### src/rtl/rgb_fade_sequencer.sv
// Colour fade sequencer: ramps an internal RGB colour toward commanded targets, holds,
// and reloads PWM duty outputs only on frame_start. Define GAMMA_EN for squared-law output mapping.
module rgb_fade_sequencer #(
  parameter int unsigned TICK_DIV = 16384
) (
  input  logic       clock,
  input  logic       reset_n,
  input  logic       cmd_valid,
  output logic       cmd_ready,
  input  logic [7:0] cmd_red,
  input  logic [7:0] cmd_green,
  input  logic [7:0] cmd_blue,
  input  logic [7:0] cmd_rate,
  input  logic [7:0] cmd_hold,
  input  logic       frame_start,
  output logic [7:0] red_value,
  output logic [7:0] green_value,
  output logic [7:0] blue_value,
  output logic       value_update,
  output logic       busy
);
  localparam int PW = (TICK_DIV > 1) ? $clog2(TICK_DIV) : 1;

  typedef enum logic [1:0] {IDLE, FADE, HOLD} state_e;

  state_e          state_q, state_d;
  logic [PW-1:0]   pre_q;
  logic            tick;
  logic [2:0][7:0] cur_q, cur_d, tgt_q, tgt_d, val_q;
  logic [7:0]      rate_q, rate_d, rcnt_q, rcnt_d, hold_q, hold_d, hcnt_q, hcnt_d;
  logic            en_q, upd_q, accept, at_tgt;

  function automatic logic [7:0] shape(input logic [7:0] v);
`ifdef GAMMA_EN
    return 8'((16'(v) * 16'(v) + 16'd255) >> 8);
`else
    return v;
`endif
  endfunction

  assign tick      = (pre_q == PW'(TICK_DIV - 1));
  // en_q keeps the handshake closed while reset is held
  assign cmd_ready = en_q && (state_q == IDLE);
  assign accept    = cmd_valid && cmd_ready;
  assign at_tgt    = (cur_q == tgt_q);

  always_comb begin
    state_d = state_q;
    cur_d   = cur_q;
    tgt_d   = tgt_q;
    rate_d  = rate_q;
    rcnt_d  = rcnt_q;
    hold_d  = hold_q;
    hcnt_d  = hcnt_q;
    case (state_q)
      IDLE: if (accept) begin
        tgt_d   = {cmd_blue, cmd_green, cmd_red};
        rate_d  = cmd_rate;
        rcnt_d  = cmd_rate;
        hold_d  = cmd_hold;
        state_d = FADE;
      end
      FADE: begin
        if (at_tgt) begin
          hcnt_d  = hold_q;
          state_d = HOLD;
        end else if (rate_q == 8'd0) begin
          cur_d   = tgt_q;
          hcnt_d  = hold_q;
          state_d = HOLD;
        end else if (tick) begin
          if (rcnt_q == 8'd1) begin
            rcnt_d = rate_q;
            for (int c = 0; c < 3; c++) begin
              if (cur_q[c] < tgt_q[c])      cur_d[c] = cur_q[c] + 8'd1;
              else if (cur_q[c] > tgt_q[c]) cur_d[c] = cur_q[c] - 8'd1;
            end
          end else begin
            rcnt_d = rcnt_q - 8'd1;
          end
        end
      end
      HOLD: begin
        if (hcnt_q == 8'd0)  state_d = IDLE;
        else if (tick)       hcnt_d  = hcnt_q - 8'd1;
      end
      default: state_d = IDLE;
    endcase
  end

  always_ff @(posedge clock) begin
    if (!reset_n) begin
      state_q <= IDLE;
      pre_q   <= '0;
      cur_q   <= '0;
      tgt_q   <= '0;
      val_q   <= '0;
      rate_q  <= '0;
      rcnt_q  <= '0;
      hold_q  <= '0;
      hcnt_q  <= '0;
      en_q    <= 1'b0;
      upd_q   <= 1'b0;
    end else begin
      state_q <= state_d;
      pre_q   <= tick ? '0 : pre_q + PW'(1);
      cur_q   <= cur_d;
      tgt_q   <= tgt_d;
      rate_q  <= rate_d;
      rcnt_q  <= rcnt_d;
      hold_q  <= hold_d;
      hcnt_q  <= hcnt_d;
      en_q    <= 1'b1;
      upd_q   <= frame_start;
      // latching cur_q (not cur_d) gives the pre-step colour on a coincident step
      if (frame_start)
        val_q <= {shape(cur_q[2]), shape(cur_q[1]), shape(cur_q[0])};
    end
  end

  assign red_value    = val_q[0];
  assign green_value  = val_q[1];
  assign blue_value   = val_q[2];
  assign value_update = upd_q;
  assign busy         = (state_q != IDLE);
endmodule

### config.mk
export PLATFORM = sky130hd
export DESIGN_NAME = rgb_fade_sequencer
export DESIGN_NICKNAME = d
export VERILOG_FILES = /design/src/rtl/rgb_fade_sequencer.sv
export SDC_FILE = /design/constraint.sdc
export NUM_CORES = 1
export LEC_CHECK = 0
export ABC_AREA = 1
export BUFFER_PORTS_ARGS = -buffer_cell sky130_fd_sc_hd__clkbuf_2
export CORE_MARGIN = 2
export CORE_UTILIZATION = 50
export CTS_BUF_LIST = sky130_fd_sc_hd__clkbuf_4 sky130_fd_sc_hd__clkbuf_8
export DETAILED_ROUTE_END_ITERATION = 6
export PLACE_DENSITY = 0.79
export SLEW_MARGIN = 20
export SYNTH_ARGS = -nofsm -noshare
export SYNTH_HDL_FRONTEND = slang
export SYNTH_SLANG_ARGS = --single-unit
export TNS_END_PERCENT = 100
### constraint.sdc
create_clock -name clock -period 5.8 [get_ports clock]
set_input_delay 0.29 -clock clock [delete_from_list [all_inputs] [get_ports clock]]
set_output_delay 0.29 -clock clock [all_outputs]
set_load 0.02 [all_outputs]
==> results of run 1 <==
-- sequential cells by signal (all words and copies together) (netlist names) --
register and flops:
value_update 1, hcnt_q 8, red_value 8, blue_value 8, state_q 2, en_q 1
green_value 8, cur_q 24, tgt_q 24, pre_q 14, rate_q 8, hold_q 8
rcnt_q 8
-- cells in the final DEF (no fill, tap or decap), types with 2 or more instances in the layout --
| cell | netlist | routed |
|---|---|---|
| ha_1 | 48 | 48 |
| clkinv_2 | 0 | 3 |
| inv_2 | 6 | 6 |
| inv_1 | 100 | 100 |
| o21ai_0 | 107 | 107 |
| nand3_1 | 60 | 60 |
| nand4_1 | 9 | 9 |
| or2_2 | 4 | 4 |
| nand2_1 | 191 | 191 |
| a21oi_1 | 114 | 114 |
| nor2_4 | 2 | 2 |
| buf_4 | 0 | 2 |
| clkbuf_2 | 0 | 70 |
| xnor2_1 | 7 | 7 |
| clkbuf_4 | 0 | 5 |
| nor2_2 | 1 | 2 |
| clkbuf_8 | 0 | 19 |
| o31ai_1 | 3 | 3 |
| fa_1 | 3 | 3 |
| xor2_1 | 10 | 10 |
| nor2_1 | 134 | 133 |
| dfxtp_1 | 122 | 122 |
| bufinv_16 | 0 | 5 |
| nor3b_1 | 3 | 3 |
| a21o_1 | 3 | 3 |
| o211ai_1 | 3 | 3 |
| nor3_1 | 3 | 3 |
-- metrics by stage --
| stage | utilization (%) | total power [mW] | instance area (um2) |
|---|---|---|---|
| 2_1_floorplan | - | 1.51 | 6780 |
| 4_1_cts | 57.8 | 2.55 | 7650 |
| 3_3_place_gp | 54.3 | 1.65 | 7190 |
| 6_report | 57.8 | 2.55 | 7650 |
| 3_5_place_dp | 54.3 | 1.66 | 7190 |
| 5_1_grt | 57.8 | 2.70 | 7650 |
-- worst reg2reg max path, cell delays in order, from the launching register on --
cell     delay [ns]
dfxtp_1        0.45
ha_1           0.29
nand2_1        0.07
nand2_1        0.04
nand2_1        0.05
nand2_1        0.06
nand2_1        0.10
nand2_1        0.24
ha_1           0.44
a21oi_1        0.16
nand2_1        0.13
nand2_1        0.09
nand2_1        0.05
or2_2          0.27
nand3_1        0.06
o21ai_0        0.08
nor2_1         0.10
nor2_1         0.05
-- cell usage after synthesis, types with 2 or more instances --
| cell type | number | share of area (%) |
|---|---|---|
| nand4_1 | 9 | 0.83 |
| inv_1 | 100 | 5.5 |
| dfxtp_1 | 122 | 36 |
| nand3_1 | 60 | 4.4 |
| a21oi_1 | 114 | 8.4 |
| fa_1 | 3 | 0.89 |
| buf_2 | 11 | 0.81 |
| o31ai_1 | 3 | 0.33 |
| nor2_1 | 134 | 7.4 |
| xnor2_1 | 7 | 0.90 |
| o21ai_0 | 107 | 7.9 |
| or2_2 | 4 | 0.37 |
| ha_1 | 48 | 8.9 |
| inv_2 | 6 | 0.33 |
| a21o_1 | 3 | 0.33 |
| nor2_4 | 2 | 0.33 |
| xor2_1 | 10 | 1.3 |
| buf_6 | 2 | 0.33 |
| nand2_1 | 191 | 11 |
| clkbuf_1 | 25 | 1.4 |
| nor3b_1 | 3 | 0.33 |
| o211ai_1 | 3 | 0.33 |
| nor3_1 | 3 | 0.22 |
-- metal layers --
layer	up-vias	routed length, um	GRT usage (%)
li1	3318	-	-
met1	2927	7260	29.0
met4	2	284	8.14
met3	25	771	6.13
met5	-	11	0
met2	120	7840	39.0
-- cell type report --
type	count	area (um2)	area share [%]
clock buffers	24	299	3.91
clock inverters	8	165	2.16
inverters	106	398	5.20
multi-input cells	716	3760	49.2
flip-flops and latches	122	2440	31.9
well taps	176	220	2.88
repair buffers	72	365	4.77
-- cells by family after synthesis --
group / after synthesis
AO/OA/AOI/OAI: 235
XOR/XNOR: 17
adder cells (fa/ha/maj): 51
buffers and inverters: 145
flip-flops: 122
AND/OR/NAND/NOR: 413
-- how the worst max path moves through the flow --
stage,start,endpoint,slack [ns],depth (start not counted)
floorplan,tgt_q[7]$_SDFFE_PN0P_,cur_q[5]$_SDFFE_PN0P_,3.27,15
global placement,cur_q[1]$_SDFFE_PN0P_,cur_q[5]$_SDFFE_PN0P_,3.00,17
detailed placement,cur_q[1]$_SDFFE_PN0P_,cur_q[5]$_SDFFE_PN0P_,2.98,17
CTS,cur_q[1]$_SDFFE_PN0P_,cur_q[5]$_SDFFE_PN0P_,2.95,17
global route,cur_q[1]$_SDFFE_PN0P_,cur_q[5]$_SDFFE_PN0P_,2.60,17
finish,cur_q[1]$_SDFFE_PN0P_,cur_q[5]$_SDFFE_PN0P_,2.94,17
-- power by group --
part           internal, mW  total, mW  switching [mW]
clock network         0.556      0.892           0.336
registers             0.898      0.938          0.0404
logic                 0.250      0.718           0.468
total                  1.70       2.55           0.843
==> run_results.csv, run 1 <==
group,metric,value,unit
min_path,hold-path-cell-count,3,
timing,worst_slew_pin_slew,0.821,ns
clock_network,clkSlewWorstSetupHoldPaths,0.07,ns
min_path,min-delay-path-class,"in2reg",
synthesis,post_synth_fa_ha_maj_area_fraction,9.75,%
route,vias,6392,
worst_setup_path,path_delay_family,"simple AND/OR/NAND/NOR gates",
timing,fmaxAchievable,0.349,GHz
timing,timing.slew.headroom,45.2,%
placement,dp.cells,1192,
final_layout,syn_to_final_growth,12.9,%
worst_setup_path,critPathMaxStageDelay,0.45,ns
floorplan,rows,42,
worst_setup_path,critPathSlowestCell,"dfxtp_1",
clock_network,cts_sinks,122,
route,drt_first_pass_iters,7,
clock_network,cts_made_buffers,17,
synthesis,synth_nets,1078,
global_route,antenna_found_initial,1,
floorplan,fp.dieArea,14500,um2
placement,place_ws,2.98,ns
clock_network,clock_latency,0.46,ns
global_route,grt_start_max_net_pins,91,
synthesis,synth_cell_type_count,36,
global_route,grt_pass1_wl,27.1,mm
timing,setup_slack,2.94,ns
worst_setup_path,reg2reg_to,"cur_q[5]$_SDFFE_PN0P_",
timing,finalHoldViolations,0,
global_route,track_usage,23.3,%
outcome,violations,"DRC",
clock_network,htree_levels,4,
pwr,leakagePower,3.59,nW
route,wl,16.2,mm
worst_setup_path,endpoint_kind,"register",
run,cap_violations,0,
clock_network,cts_tree,"yes",
outcome,status,"finished with violations",
min_path,hold_start,"cmd_hold[3]",
timing,finalSetupTns,0,ns
timing,fin_crit,2.86,ns
route,vias_per_cell,5.22,
synthesis,synthCells,983,
worst_setup_path,worst-path-buf-inv,0,
clock_network,post_cts_buffers,0,
clock_network,cts.hold.buffers_added,0,
synthesis,synth_top_family_by_area,"simple AND/OR/NAND/NOR gates",
placement,portBuffers,70,
timing,slew_violations,0,
final_layout,nFillCells,1283,
timing,setup_viol,0,
worst_setup_path,crit_fanout,10,
synthesis,muxShareOfSynthArea,0,%
synthesis,async_reset_ff_share,0,%
final_layout,nets,1130,
placement,dp_hpwl,11.5,mm
clock_network,cts_max_path_buffers,2,
pwr,power_density,333,nW/um2
synthesis,syn_area,6780,um2
worst_setup_path,critPathLaunchType,"register",
route,initialDrtViolationCount,407,
synthesis,syn_avg_cell_area,6.89,um2
worst_setup_path,rr_startpoint,"cur_q[1]$_SDFFE_PN0P_",
pwr,peakVddDrop,0.000147,V
route,post_drt_wl_per_cell,13.2,um
global_route,overflow,0,
min_path,hold_end,"hold_q[3]$_SDFFE_PN0P_",
timing,layout_worst_path_cycle_share,49.3,%
timing,holdWs,0.0807,ns
synthesis,synth_edf_count,0,
synthesis,synth_compound_area_share,17.8,%
route,ant_nets,0,
clock_network,cts.repair.resized,0,
worst_setup_path,crit_required,6.14,ns
final_layout,drive_gt1_share,11.8,%
worst_setup_path,ff2ff_path_depth,17,
worst_setup_path,crit_top_cell,"nand2_1",
clock_network,cts_root_buf,"clkbuf_8",
global_route,first_global_vias,5890,
floorplan,die_x,120,um
timing,rsz0062_at_grt,"false",
synthesis,ys_warn_count,0,
floorplan,dieHeight,120,um
synthesis,yosys.area_share.simple,25.7,%
worst_setup_path,crit_type,"reg2reg",
worst_setup_path,crit_chain,"ha_1 -> nand2_1 -> nand2_1 -> nand2_1 -> nand2_1 -> nand2_1 -> nand2_1 -> ha_1 -> a21oi_1 -> nand2_1 -> nand2_1 -> nand2_1 -> or2_2 -> nand3_1 -> o21ai_0 -> nor2_1 -> nor2_1",
placement,gp_congestion,0.883,
final_layout,layoutNonFillerInstCount,1224,
route,drc_errors,2,
synthesis,synth-seq-area-share,36.0,%
worst_setup_path,ff2ff_setup_slack,2.94,ns
synthesis,synth_xor_area_share,2.20,%
synthesis,synth_ff_type,"dfxtp_1",
final_layout,n_antenna_cell,0,
floorplan,initial_core_util,51.2,%
worst_setup_path,arrival,3.21,ns
floorplan,design.core.area,13200,um2
timing,fin_worst_skew,0.0103,ns
synthesis,ys_ff_latch,122,
floorplan,io_pins,71,
Power figures use the tool's default switching activity.
==> run 2, diff against run 1 <==
--- a/config.mk
+++ b/config.mk
@@ -11,7 +11,7 @@
 export CORE_UTILIZATION = 50
 export CTS_BUF_LIST = sky130_fd_sc_hd__clkbuf_4 sky130_fd_sc_hd__clkbuf_8
 export DETAILED_ROUTE_END_ITERATION = 6
-export PLACE_DENSITY = 0.79
+export PLACE_DENSITY = 0.82
 export SLEW_MARGIN = 20
 export SYNTH_ARGS = -nofsm -noshare
 export SYNTH_HDL_FRONTEND = slang
==> constraint.sdc (replaced) <==
create_clock -name clock -period 2.5 [get_ports clock]
set_input_delay 0.125 -clock clock [delete_from_list [all_inputs] [get_ports clock]]
set_output_delay 0.125 -clock clock [all_outputs]
set_load 0.02 [all_outputs]
==> run 2 against run 1 <==
  * The flow finishes with violations (setup timing)
  * Design area grew 16%
  * Combinational power grew to 3.2 times the previous value
  * Clock power grew 110%
  * Routed wire length grew 20%
  * Final cell count grew 7.8%
  * Total power grew 150%
  * Sequential power grew 130%
  * Worst setup slack lost 3.0 ns
  * Register-to-register slack lost 3.0 ns
  * Critical path type unchanged
==> run_results.csv, run 2 (synthesis gave the netlist of run 1 again) <==
group,metric,value,unit
clock_network,htree_levels,4,
clock_network,cts_max_path_buffers,2,
min_path,min-delay-path-class,"in2reg",
timing,finalHoldViolations,0,
final_layout,layout_common_cells,"nand2_1 (174), nor2_1 (126), dfxtp_1 (109), o21ai_0 (105), a21oi_1 (98)",
worst_setup_path,cp.depth,16,
timing,layout_worst_path_cycle_share,102,%
floorplan,rows,42,
run,cap_violations,0,
placement,portBuffers,70,
worst_setup_path,worst-path-buf-inv,3,
route,drt_first_pass_iters,5,
placement,dp_hpwl,12.0,mm
floorplan,design.core.area,13200,um2
timing,timing.slew.headroom,44.8,%
placement,gp_congestion,0.883,
route,initialDrtViolationCount,630,
global_route,grt_start_max_net_pins,90,
worst_setup_path,critPathMaxStageDelay,0.35,ns
timing,rsz0062_at_grt,"true",
worst_setup_path,arrival,2.94,ns
timing,fmaxAchievable,0.392,GHz
timing,setup_viol,1,
global_route,grt_pass1_wl,29.7,mm
min_path,hold-path-cell-count,3,
global_route,track_usage,25.3,%
final_layout,nets,1225,
clock_network,cts_made_buffers,17,
outcome,violations,"setup timing",
timing,worst_slew_pin_slew,0.828,ns
floorplan,dieHeight,120,um
pwr,peakVddDrop,0.000411,V
pwr,power_density,714,nW/um2
final_layout,drive_gt1_share,23.5,%
route,vias,7168,
worst_setup_path,path_delay_family,"compound AO/OA/AOI/OAI gates",
clock_network,cts_tree,"yes",
route,drc_errors,0,
outcome,status,"finished with violations",
final_layout,n_antenna_cell,0,
clock_network,cts_root_buf,"clkbuf_8",
worst_setup_path,crit_top_cell,"nand2_2",
pwr,leakagePower,4.02,nW
worst_setup_path,crit_type,"reg2reg",
worst_setup_path,crit_chain,"inv_1 -> ha_4 -> nand2_2 -> inv_1 -> nand2_1 -> nand2_1 -> nand2_2 -> nand2_4 -> buf_4 -> ha_1 -> nand3_1 -> nand2_2 -> xnor2_1 -> o21ai_0 -> o21ai_0 -> a21oi_1",
pwr,p_total,6.33,mW
global_route,antenna_found_initial,0,
floorplan,fp.dieArea,14500,um2
worst_setup_path,endpoint_kind,"register",
final_layout,reg_top3,"cur_q (24), tgt_q (24), pre_q (14)",
worst_setup_path,ff2ff_path_depth,16,
clock_network,clkSlewWorstSetupHoldPaths,0.08,ns
global_route,overflow,0,
clock_network,clock_latency,0.46,ns
final_layout,syn_to_final_growth,30.9,%
timing,setup_slack,-0.0542,ns
final_layout,layout_commonest_cell,"nand2_1",
timing,slew_violations,0,
worst_setup_path,crit_fanout,6,
timing,fin_crit,2.55,ns
route,ant_nets,0,
floorplan,io_pins,71,
floorplan,initial_core_util,51.2,%
clock_network,cts_sinks,122,
timing,finalSetupTns,-0.0542,ns
floorplan,die_x,120,um
route,post_drt_wl_per_cell,14.7,um
route,vias_per_cell,5.43,
worst_setup_path,crit_required,2.88,ns
route,wl,19.3,mm
timing,fin_worst_skew,0.0143,ns
global_route,first_global_vias,6611,
worst_setup_path,critPathSlowestCell,"dfxtp_1",
worst_setup_path,critPathLaunchType,"register",
run 2: cell types whose count changed in the layout (fill, tap and decap cells not counted), sizes merged:
cell         change
bufinv           -2
clkinv           +5
inv              +1
clkbuf           -6
buf             +60
dlygate4sd3     +35
clkinvlp         +2
run 2: report_power, final:
group	switching, mW	leakage, nW	internal, mW
clock	0.862	0.209	1.02
sequential	0.0880	1.00	2.08
combinational	1.32	2.80	0.958
total	2.27	4.02	4.06
run 2: cell type report:
type                    count  area [um2]
repair buffers            167        1170
multi-input cells         716        4200
clock inverters            14         173
clock buffers              18         248
well taps                 176         220
fillers                  1064        4380
inverters                 106         398
flip-flops and latches    122        2460
run 2: worst paths after layout:
check	start	endpoint	slack, ns
worst max-delay path	tgt_q[10]$_SDFFE_PN0P_	cur_q[11]$_SDFFE_PN0P_	-0.05
worst min-delay path	cmd_blue[5]	tgt_q[21]$_SDFFE_PN0P_	0.02
worst max register to register	tgt_q[10]$_SDFFE_PN0P_	cur_q[11]$_SDFFE_PN0P_	-0.05
worst min register to register	pre_q[0]$_SDFF_PP0_	pre_q[0]$_SDFF_PP0_	0.45
run 2: stage by stage:
stage | hold WS, ns | cell area, um2 | std cells | utilization (%) | worst slack, ns
global route | 0.0368 | 8870 | 1319 | 67.0 | -0.215
detailed placement | 0.391 | 7600 | 1247 | 57.4 | -0.0380
global placement | 0.384 | 7600 | 1247 | 57.4 | 0.00655
floorplan | 0.153 | 6780 | 983 | - | 0.0296
CTS | 0.00514 | 8420 | 1314 | 63.5 | 0.000659
finish | 0.0151 | 8870 | 1319 | 67.0 | -0.0542
run 2: per-layer routing:
| metal | wire, um | share of wire, % | track usage, % |
|---|---|---|---|
| met5 | 0 | 0 | 0 |
| met4 | 812 | 4.2 | 11.1 |
| met3 | 966 | 5.0 | 5.38 |
| met2 | 9510 | 49 | 42.9 |
| met1 | 8060 | 42 | 30.8 |
run 2: what timing repair did:
action                     in CTS  in global routing
pin swaps                       2                 17
setup buffers                   0                  5
setup endpoints to repair      12                 18
hold buffers                   35                  0
hold endpoints to repair       35                  0
resized for setup              10                 84
run 2: worst min-delay path: stages:
cell      delay, ns
clkbuf_2       0.07
o21ai_0        0.09
a21oi_1        0.13
==> run 3, diff against run 2 <==
--- a/config.mk
+++ b/config.mk
@@ -12,6 +12,7 @@
 export CTS_BUF_LIST = sky130_fd_sc_hd__clkbuf_4 sky130_fd_sc_hd__clkbuf_8
 export DETAILED_ROUTE_END_ITERATION = 6
 export PLACE_DENSITY = 0.82
+export REMOVE_ABC_BUFFERS = 1
 export SLEW_MARGIN = 20
 export SYNTH_ARGS = -nofsm -noshare
 export SYNTH_HDL_FRONTEND = slang
==> run 3 against run 2 <==
  * The run still ends with setup timing left
  * Total power grew 1.8%
  * Clock power about the same
  * Critical path depth down 2
  * Core utilization rose by 0.93 points
  * Die area is the same
  * Register-to-register slack lost 0.12 ns
  * Design area up 1.4%
  * Critical endpoint is now cur_q[15]$_SDFFE_PN0P_
  * Largest power group unchanged
  * Highest routed layer unchanged
==> run_results.csv, run 3 (synthesis gave the netlist of run 1 again) <==
group,metric,value,unit
route,wl,19.1,mm
outcome,violations,"setup timing",
timing,fin_worst_skew,0.0106,ns
final_layout,layout_commonest_cell,"nand2_1",
placement,portBuffers,70,
worst_setup_path,endpoint_kind,"register",
pwr,peakVddDrop,0.000435,V
pwr,leakagePower,4.11,nW
floorplan,rows,42,
route,ant_nets,0,
clock_network,cts_sinks,122,
timing,fmaxAchievable,0.373,GHz
timing,worst_slew_pin_slew,0.624,ns
final_layout,multiInputGateArea,4200,um2
placement,dp_hpwl,11.6,mm
clock_network,clock_latency,0.46,ns
route,post_drt_wl_per_cell,14.3,um
worst_setup_path,crit_required,2.89,ns
timing,layout_worst_path_cycle_share,107,%
timing,finalHoldViolations,0,
final_layout,nFillCells,1039,
clock_network,cts_root_buf,"clkbuf_8",
floorplan,die_x,120,um
clock_network,cts_made_buffers,17,
clock_network,htree_levels,4,
route,drc_errors,0,
placement,gp_congestion,0.906,
clock_network,cts_tree,"yes",
global_route,grt_pass1_wl,28.8,mm
final_layout,nets,1242,
route,initialDrtViolationCount,586,
floorplan,dieHeight,120,um
min_path,min-delay-path-class,"in2reg",
final_layout,register_area,2450,um2
worst_setup_path,critPathLaunchType,"register",
global_route,first_global_vias,6434,
route,drt_first_pass_iters,5,
global_route,antenna_found_initial,0,
timing,holdWs,0.0341,ns
worst_setup_path,crit_fanout,5,
outcome,status,"finished with violations",
timing,setup_viol,2,
worst_setup_path,crit_type,"reg2reg",
global_route,overflow,0,
placement,dp.cells,1254,
worst_setup_path,arrival,3.07,ns
final_layout,drive_gt1_share,22.5,%
timing,fin_crit,2.68,ns
run,cap_violations,0,
clock_network,cts_max_path_buffers,2,
timing,slew_violations,0,
pwr,power_density,717,nW/um2
floorplan,design.core.area,13200,um2
floorplan,io_pins,71,
final_layout,layoutNonFillerInstCount,1336,
final_layout,n_antenna_cell,0,
floorplan,fp.dieArea,14500,um2
timing,setup_slack,-0.178,ns
global_route,grt_start_max_net_pins,61,
route,vias_per_cell,5.36,
route,vias,7162,
clock_network,clkSlewWorstSetupHoldPaths,0.07,ns
timing,timing.slew.headroom,58.4,%
floorplan,initial_core_util,51.2,%
final_layout,reg_top3,"cur_q (24), tgt_q (24), pre_q (14)",
global_route,track_usage,24.3,%
final_layout,syn_to_final_growth,32.7,%
final_layout,layout_common_cells,"nand2_1 (180), nor2_1 (125), dfxtp_1 (115), a21oi_1 (103), o21ai_0 (100)",
run 3: per-stage QoR:
step	setup slack, ns	TNS [ns]	cell area, um2	utilization, %	total power, mW
floorplan	-0.0504	-0.152	6600	-	3.44
global placement	-0.0561	-0.196	7650	57.8	4.02
detailed placement	-0.170	-0.751	7650	57.8	4.08
CTS	-0.0347	-0.0347	8520	64.3	6.03
global route	-0.256	-0.976	8990	67.9	6.81
finish	-0.178	-0.197	8990	67.9	6.44
run 3: critical path, cell delays in order (launching register included):
cell	delay (ns)
dfxtp_1	0.31
inv_1	0.05
ha_1	0.29
a21oi_2	0.15
nor2_2	0.06
nor2_4	0.24
nand2_8	0.12
ha_4	0.28
a21oi_1	0.37
o21ai_0	0.19
a21oi_1	0.20
nand3_1	0.12
nand3_1	0.08
nand2_1	0.05
a21oi_1	0.10
run 3: layer usage:
metal  global-route usage [%]  wire [um]  vias up
met5                        0          0        -
met4                     8.87        519        0
met3                     4.81        988       58
met2                     40.0       9410      265
met1                     31.5       8230     3285
li1                         -          -     3554
run 3: cell type report:
class	instances	area share, %
clock buffer	18	2.76
clock inverter	14	1.92
inverter	106	4.45
multi-input combinational	718	46.7
sequential	122	27.3
tap	176	2.45
timing repair buffer	182	14.4
run 3: timing repair:
item | CTS | global route
pin swaps | 2 | 27
endpoints found under the setup margin | 13 | 19
endpoints found under the hold margin | 41 | 0
hold buffers | 39 | 0
gates resized for setup | 7 | 79
gates cloned | 1 | 1
setup buffers | 1 | 8
run 3: path summary, 6_finish.rpt:
check,start,to,slack (ns),cells past startpoint
worst max register to register,tgt_q[13]$_SDFFE_PN0P_,cur_q[15]$_SDFFE_PN0P_,-0.18,14
worst min register to register,hold_q[4]$_SDFFE_PN0P_,hold_q[4]$_SDFFE_PN0P_,0.45,2
worst min-delay path,cmd_red[1],tgt_q[1]$_SDFFE_PN0P_,0.03,3
worst max-delay path,tgt_q[13]$_SDFFE_PN0P_,cur_q[15]$_SDFFE_PN0P_,-0.18,14
run 3: power by group:
group | internal [mW] | switching (mW)
clock network | 1.01 | 0.853
registers | 2.08 | 0.0828
logic | 1.03 | 1.38
